### config.mk
export PLATFORM = sky130hd
export DESIGN_NAME = lobo_dot_accum_flat
export DESIGN_NICKNAME = d
export VERILOG_FILES = /design/src/rtl/lobo_dot_accum_if.sv /design/src/rtl/lobo_dot_accum.sv /design/src/flat_wrapper.sv
export SDC_FILE = /design/constraint.sdc
export NUM_CORES = 1
export LEC_CHECK = 0
export BUFFER_PORTS_ARGS = -buffer_cell sky130_fd_sc_hd__buf_2
export CAP_MARGIN = 40
export CORE_ASPECT_RATIO = 0.5
export CORE_MARGIN = 1
export CORE_UTILIZATION = 50
export DETAILED_ROUTE_END_ITERATION = 12
export PLACE_DENSITY = 0.73
export SYNTH_ARGS = -nofsm -noshare
export SYNTH_HDL_FRONTEND = slang
export SYNTH_SLANG_ARGS = --single-unit
### constraint.sdc
create_clock -name clk -period 5.86 [get_ports clk]
set_input_delay 0.293 -clock clk [delete_from_list [all_inputs] [get_ports clk]]
set_output_delay 0.293 -clock clk [all_outputs]
set_load 0.02 [all_outputs]
### src/rtl/lobo_dot_accum_if.sv
// Stream/result handshake bundle for the lobo_dot_accum MAC accumulator.
// The master side drives products and control; the slave side is the accumulator.
interface lobo_dot_accum_if #(
    parameter int ACC_W = 40,
    parameter int LEN_W = 8
);
    logic             start;
    logic [LEN_W-1:0] len;
    logic [31:0]      p;
    logic             in_valid;
    logic             in_ready;
    logic [ACC_W-1:0] acc_out;
    logic             out_valid;
    logic             out_ready;
    logic             sat;
    logic             busy;

    modport master (
        output start, len, p, in_valid, out_ready,
        input  in_ready, acc_out, out_valid, sat, busy
    );

    modport slave (
        input  start, len, p, in_valid, out_ready,
        output in_ready, acc_out, out_valid, sat, busy
    );
endinterface

### src/rtl/lobo_dot_accum.sv
// Streaming dot-product accumulator: sums len signed 32-bit products into a
// saturating ACC_W-bit accumulator and presents the result on a valid/ready port.
module lobo_dot_accum #(
    parameter int ACC_W = 40,
    parameter int LEN_W = 8
) (
    input  logic              clk,
    input  logic              rst,
    lobo_dot_accum_if.slave   bus
);
    typedef enum logic [1:0] {
        IDLE = 2'd0,
        RUN  = 2'd1,
        HOLD = 2'd2
    } state_t;

    localparam logic signed [ACC_W-1:0] ACC_MAX = {1'b0, {(ACC_W-1){1'b1}}};
    localparam logic signed [ACC_W-1:0] ACC_MIN = {1'b1, {(ACC_W-1){1'b0}}};

    state_t                  state;
    logic signed [ACC_W-1:0] acc;
    logic [LEN_W-1:0]        cnt;
    logic                    sat_r;
    logic                    in_ready_r;
    logic                    out_valid_r;
    logic                    busy_r;

    logic signed [ACC_W:0]   sum_ext;
    logic signed [ACC_W-1:0] sum_sat;
    logic                    sum_ovf;

    // One guard bit above the accumulator: overflow shows as the top two bits differing.
    always_comb begin
        sum_ext = {acc[ACC_W-1], acc} + {{(ACC_W+1-32){bus.p[31]}}, bus.p};
        sum_ovf = sum_ext[ACC_W] != sum_ext[ACC_W-1];
        if (!sum_ovf)
            sum_sat = sum_ext[ACC_W-1:0];
        else if (sum_ext[ACC_W])
            sum_sat = ACC_MIN;
        else
            sum_sat = ACC_MAX;
    end

    always_ff @(posedge clk) begin
        if (rst) begin
            state       <= IDLE;
            acc         <= '0;
            cnt         <= '0;
            sat_r       <= 1'b0;
            in_ready_r  <= 1'b0;
            out_valid_r <= 1'b0;
            busy_r      <= 1'b0;
        end else begin
            case (state)
                IDLE: begin
                    if (bus.start) begin
                        acc    <= '0;
                        sat_r  <= 1'b0;
                        busy_r <= 1'b1;
                        if (bus.len != '0) begin
                            cnt        <= bus.len;
                            state      <= RUN;
                            in_ready_r <= 1'b1;
                        end else begin
                            state       <= HOLD;
                            out_valid_r <= 1'b1;
                        end
                    end
                end
                RUN: begin
                    if (bus.in_valid && in_ready_r) begin
                        acc <= sum_sat;
                        cnt <= cnt - LEN_W'(1);
                        if (sum_ovf)
                            sat_r <= 1'b1;
                        if (cnt == LEN_W'(1)) begin
                            state       <= HOLD;
                            in_ready_r  <= 1'b0;
                            out_valid_r <= 1'b1;
                        end
                    end
                end
                HOLD: begin
                    if (bus.out_ready) begin
                        state       <= IDLE;
                        out_valid_r <= 1'b0;
                        busy_r      <= 1'b0;
                    end
                end
                default: begin
                    state       <= IDLE;
                    in_ready_r  <= 1'b0;
                    out_valid_r <= 1'b0;
                    busy_r      <= 1'b0;
                end
            endcase
        end
    end

    assign bus.in_ready  = in_ready_r;
    assign bus.out_valid = out_valid_r;
    assign bus.busy      = busy_r;
    assign bus.sat       = sat_r;
    assign bus.acc_out   = acc;
endmodule

### src/flat_wrapper.sv
// flat-port wrapper written by rule: the top's interface ports become plain ports
module lobo_dot_accum_flat 
#(
    parameter int ACC_W = 40,
    parameter int LEN_W = 8
)
  (clk, rst, bus_start, bus_len, bus_p, bus_in_valid, bus_out_ready, bus_in_ready, bus_acc_out, bus_out_valid, bus_sat, bus_busy);
  lobo_dot_accum_if #(.ACC_W(ACC_W), .LEN_W(LEN_W)) bus_i ();
  input  logic clk;
  input  logic rst;
  input wire logic [$bits(bus_i.start)-1:0] bus_start;
  input wire logic [$bits(bus_i.len)-1:0] bus_len;
  input wire logic [$bits(bus_i.p)-1:0] bus_p;
  input wire logic [$bits(bus_i.in_valid)-1:0] bus_in_valid;
  input wire logic [$bits(bus_i.out_ready)-1:0] bus_out_ready;
  output wire logic [$bits(bus_i.in_ready)-1:0] bus_in_ready;
  output wire logic [$bits(bus_i.acc_out)-1:0] bus_acc_out;
  output wire logic [$bits(bus_i.out_valid)-1:0] bus_out_valid;
  output wire logic [$bits(bus_i.sat)-1:0] bus_sat;
  output wire logic [$bits(bus_i.busy)-1:0] bus_busy;
  assign bus_i.start = bus_start;
  assign bus_i.len = bus_len;
  assign bus_i.p = bus_p;
  assign bus_i.in_valid = bus_in_valid;
  assign bus_i.out_ready = bus_out_ready;
  assign bus_in_ready = bus_i.in_ready;
  assign bus_acc_out = bus_i.acc_out;
  assign bus_out_valid = bus_i.out_valid;
  assign bus_sat = bus_i.sat;
  assign bus_busy = bus_i.busy;
  lobo_dot_accum #(.ACC_W(ACC_W), .LEN_W(LEN_W)) u_core (.clk(clk), .rst(rst), .bus(bus_i));
endmodule
# Word-level counts from Yosys, hierarchy flattened

Index checks and enable logic that the tools add are counted.

Equality and inequality tests: 11
Bitwise logic cells: 2
Add/subtract/negate cells: 2
Multiplexer cells: 32
Reduce and logical (&&, ||, !) cells: 11

Operators by type and width:

| operator                                                                 | count |
|---|---|
| 40-bit 2-to-1 mux                                                        | 4 |
| 40-bit case mux with 2 select lines                                      | 1 |
| 40-bit by 32-bit adder with 41-bit output                                | 1 |
| 8-bit 2-to-1 mux                                                         | 3 |
| 8-bit case mux with 2 select lines                                       | 1 |
| 1-bit 2-to-1 mux                                                         | 13 |
| 4-bit AND reduction                                                      | 3 |
| 2-bit 2-to-1 mux                                                         | 5 |
| 5-bit AND reduction                                                      | 2 |
| 1-bit case mux with 3 select lines                                       | 3 |
| 8-bit by 1-bit == test with 1-bit output (second input constant)         | 1 |
| 2-bit by 1-bit inequality test with 1-bit output (second input constant) | 4 |
| 8-bit nonzero test                                                       | 1 |
| 8-bit by 1-bit subtractor with 8-bit output (second input constant)      | 1 |
| 2-bit inequality test (second input constant)                            | 3 |
| 2-bit case mux with 3 select lines                                       | 1 |
| 3-bit AND reduction                                                      | 2 |
| 2-bit by 1-bit == test with 1-bit output (second input constant)         | 1 |
| 2-bit == test (second input constant)                                    | 1 |
| 2-bit zero test                                                          | 1 |
| 1-bit NOT                                                                | 2 |
| 1-bit case mux with 2 select lines                                       | 1 |
| 2-bit nonzero test                                                       | 1 |
| 1-bit logical AND                                                        | 1 |
| 1-bit inequality test                                                    | 1 |

Register bits: 54
Logic and storage cells: 65

# Depth between registers and ports, before layout

Depth in word-level cells: 5
Mapped depth: 13

# Worst setup path after synthesis

No wires, ideal clock.

Path type: register to register
From: register u_core.acc[0] (netlist: u_core.bus.acc_out[0])
To: register u_core.acc[13] (netlist: u_core.bus.acc_out[13])
Library setup time: 0.132 ns
Cell stages (with the launch flop): 14
Required time: 5.728 ns
Clock period less this slack: 3.006 ns
Data arrival time: 2.874 ns
Setup slack: 2.854 ns
Buffers on the path: 2
Cells stage by stage: dfxtp_1 > ha_1 > fa_1 > a211oi_1 > o211ai_2 > a41oi_2 > o21ai_2 > a21oi_2 > o311ai_1 > o221a_2 > buf_6 > buf_6 > o21ai_0 > a21oi_1

Cells in the longest elaborated chain, start to end: 5
Elaborated cells between the ends (all ways): 6
Those cells by class: 1 x add/sub; 1 x eq/ne; 4 x mux

RTL lines:

| element                                                           | line                                       | text |
|---|---|---|
| from (decl)                                                       | lobo_dot_accum.sv:21                       | `logic signed [ACC_W-1:0] acc;` |
| from (signal assigned)                                            | lobo_dot_accum.sv:72                       | `acc <= sum_sat;` |
| 40-bit by 32-bit adder with 41-bit output (*)                     | lobo_dot_accum.sv:34                       | `sum_ext = {acc[ACC_W-1], acc} + {{(ACC_W+1-32){bus.p[31]}}, bus.p};` |
| 40-bit 2-to-1 mux / 1-bit inequality test (equally long branches) | lobo_dot_accum.sv:38, lobo_dot_accum.sv:35 |  |
| 40-bit 2-to-1 mux (*)                                             | lobo_dot_accum.sv:36                       | `if (!sum_ovf)` |
| 40-bit 2-to-1 mux (*)                                             | lobo_dot_accum.sv:71                       | `if (bus.in_valid && in_ready_r) begin` |
| 40-bit case mux with 2 select lines (*)                           | lobo_dot_accum.sv:54                       | `case (state)` |

Every way passes the cells marked *; elsewhere a longest branch is shown, timed or not. The select of a mux whose other input is x is not followed.
A chain may end at the register's enable or synchronous reset.

# Worst setup path in the final report

From: register u_core.acc[0] (netlist: u_core.bus.acc_out[0])
To: register u_core.acc[10] (netlist: u_core.bus.acc_out[10])

Same word-level chain as after synthesis.

==> impl_metrics.csv <==
group,metric,value,unit
logic_synthesis,synth.avg_cell_area,7.20,µm²
timing,rsz0062_at_grt,"no",
timing,slew_headroom,36.9,%
timing,worst_pin_slew,943,ps
setup_path,crit_end,"u_core.bus.acc_out[10]",
routing,drt-total-wl,12200,µm
timing,period_needed,3890,ps
timing,finalSetupTns,0,ps
die,dieArea,9590,µm²
global_routing,grt_pass1_wl,20500,µm
clocking,cts_tree,"done",
logic_synthesis,syn-num-nets,726,
logic_synthesis,synth_area,4590,µm²
clocking,post_cts_buffers,0,
timing,fmax,257,MHz
setup_path,worstReg2RegEnd,"u_core.bus.acc_out[10]",
timing,drv_slew,0,
routing,drt_iter0_markers,438,
global_routing,grtUsageTotal,26.5,%
global_routing,grt-ovfl-total,0,
timing,setup_viol,0,
timing,hold_violations,0,
outcome,status,"completed",
final_layout,areaGrowthSynthToFinish,13.1,%
setup_path,cp.required,6010,ps
setup_path,worstPathArrival,4040,ps
setup_path,cp-startpoint,"u_core.bus.acc_out[0]",
die,ioPinCount,89,
worst_hold_path,min_delay_path_depth,2,
power_and_ir_drop,p_leak,2.28,nW
timing,holdWs,226,ps
global_routing,grt_pass1_vias,4312,
routing,viasPerCell,5.87,
final_layout,num-fill-cells,866,
logic_synthesis,async_flop_share,0,%
power_and_ir_drop,power_density,190,nW/µm²
placement,dp_cells,813,
die,rows,24,
clocking,cts.clk_slew.worst_paths,80,ps
logic_synthesis,synth_flop_cell,"dfxtp_1",
final_layout,finalInstanceArea,5190,µm²
final_layout,nets,791,
worst_hold_path,hp-class,"in2reg",
die,die-width,138,µm
final_layout,antenna_cells,0,
routing,drt-pass1-iter-count,5,
logic_synthesis,synth_edf_count,0,
placement,place_hpwl,9110,µm
clocking,clk_latency,310,ps
placement,place_area,5040,µm²
final_layout,final_util,59.0,%
logic_synthesis,yosysTopAreaCell,"dfxtp_1",
clocking,cts-root-buf,"clkbuf_16",
power_and_ir_drop,vdd_ir_drop_max,0.000128,V
timing,fin_crit_sh,66.4,%
final_layout,drive_gt1_share,16.3,%
clocking,cts_htree_levels,2,
logic_synthesis,synth-seq-cells,54,
clocking,cts_resized,0,
logic_synthesis,yosysSeqAreaShare,23.5,%
logic_synthesis,ys_warn_count,0,
setup_path,worst-setup-path-type,"reg2reg",
setup_path,startpoint_type,"flip-flop",
routing,ant_nets,0,
routing,drc,0,
logic_synthesis,synthTopCellsByArea,"dfxtp_1 (24%), ha_1 (11%), a21oi_1 (8.7%)",
die,fp.dieH,69.8,µm
die,initial_utilization,52.2,%
final_layout,layout.cells.most_common_list,"nand2_1 (88), buf_2 (88), a21oi_1 (80)",
setup_path,path_max_fanout,20,
run,maxCapViolations,0,
logic_synthesis,synthCells,638,
logic_synthesis,synthDistinctLibCells,66,
setup_path,rr_startpoint,"u_core.bus.acc_out[0]",
clocking,cts-hold-fix-buffers,0,
routing,via_count,4819,
logic_synthesis,synth.top_cell.area_share,23.5,%
setup_path,critPathCaptureType,"flip-flop",
final_layout,layout.cells.non_filler,821,
global_routing,grt_antenna_before_repair,0,
clocking,cts_sinks,54,
routing,wl_per_cell,14.9,µm
clocking,cts_buffers,5,
setup_path,ff2ff_path_depth,11,
placement,gp_congestion,0.930,
timing,finalClockSkew,8.07,ps
placement,port-buffer-count,88,
clocking,clockBufferDepth,2,
global_routing,grt_max_degree,36,
setup_path,regToRegSetupSlack,1970,ps
die,coreArea,8800,µm²
[flip-flops by register name, indices dropped and copies added (netlist names)]
name and count:
u_core.bus.out_valid 1, u_core.bus.acc_out 40, u_core.bus.sat 1, u_core.bus.in_ready 1, u_core.state 2, u_core.cnt 8, u_core.bus.busy 1
[kinds of logic (layout without fill, tap and decap cells)]
group	after synthesis	in the layout	synth area share (%)
buf+inv	53	119	5.12
xor+xnor	35	35	6.84
simple gates	220	220	21.5
flops	54	54	23.5
compound gates	233	233	31.1
fa+ha+maj	43	43	11.9
[cell type report]
class / instances / area (µm²) / area share (%)
multi-input cells: 531 / 3280 / 63.1
well taps: 117 / 146 / 2.82
clock buffers: 5 / 125 / 2.41
clock inverters: 3 / 25.0 / 0.482
flip-flops and latches: 54 / 1080 / 20.8
repair buffers: 91 / 463 / 8.92
inverters: 20 / 75.1 / 1.45
[routing by layer]
layer / GRT usage [%] / part of all wire [%] / up-vias
met3: 4.82 / 6.3 / 4
li1: - / - / 2442
met1: 40.9 / 52 / 2233
met2: 38.4 / 41 / 140
met5: 0 / 0 / -
met4: 3.79 / 0.43 / 0
[cell usage after synthesis (10+ instances only)]
| cell type | n |
|---|---|
| a21oi_1 | 80 |
| buf_2 | 14 |
| clkbuf_1 | 14 |
| dfxtp_1 | 54 |
| ha_1 | 42 |
| inv_1 | 20 |
| nand2_1 | 88 |
| nand3_1 | 12 |
| nor2_1 | 69 |
| nor3_1 | 10 |
| o21ai_0 | 62 |
| o21ai_1 | 14 |
| xnor2_1 | 20 |
| xor2_1 | 14 |
[worst max-delay path, stage by stage (launching register included)]
cell	delay, ps
dfxtp_1	330
ha_1	240
fa_1	420
a211oi_1	350
o211ai_2	160
a41oi_2	320
o21ai_2	130
a21oi_2	290
o311ai_1	160
o221a_2	410
nand2_1	710
o21ai_0	210
[per-stage QoR]
stage	total power, mW	worst slack, ps
2_1_floorplan	0.602	2850
3_3_place_gp	0.666	2050
3_5_place_dp	0.669	1970
4_1_cts	0.988	1980
5_1_grt	1.04	1660
6_report	0.987	1970
[power breakdown]
group | total [mW] | internal [mW] | leakage, nW | switching [mW]
Clock | 0.322 | 0.162 | 0.0704 | 0.160
Sequential | 0.403 | 0.385 | 0.438 | 0.0172
Combinational | 0.262 | 0.0956 | 1.77 | 0.167
Total | 0.987 | 0.643 | 2.28 | 0.344
[how the worst min path moves through the flow]
stage,endpoint,start
3_3_place_gp,u_core.bus.acc_out[32],u_core.bus.acc_out[32]
6_report,u_core.bus.sat,bus_start
5_1_grt,u_core.bus.sat,bus_start
4_1_cts,u_core.bus.sat,bus_start
2_1_floorplan,u_core.bus.sat,bus_start
3_5_place_dp,u_core.bus.acc_out[32],u_core.bus.acc_out[32]
(Power assumes the default switching activity.)
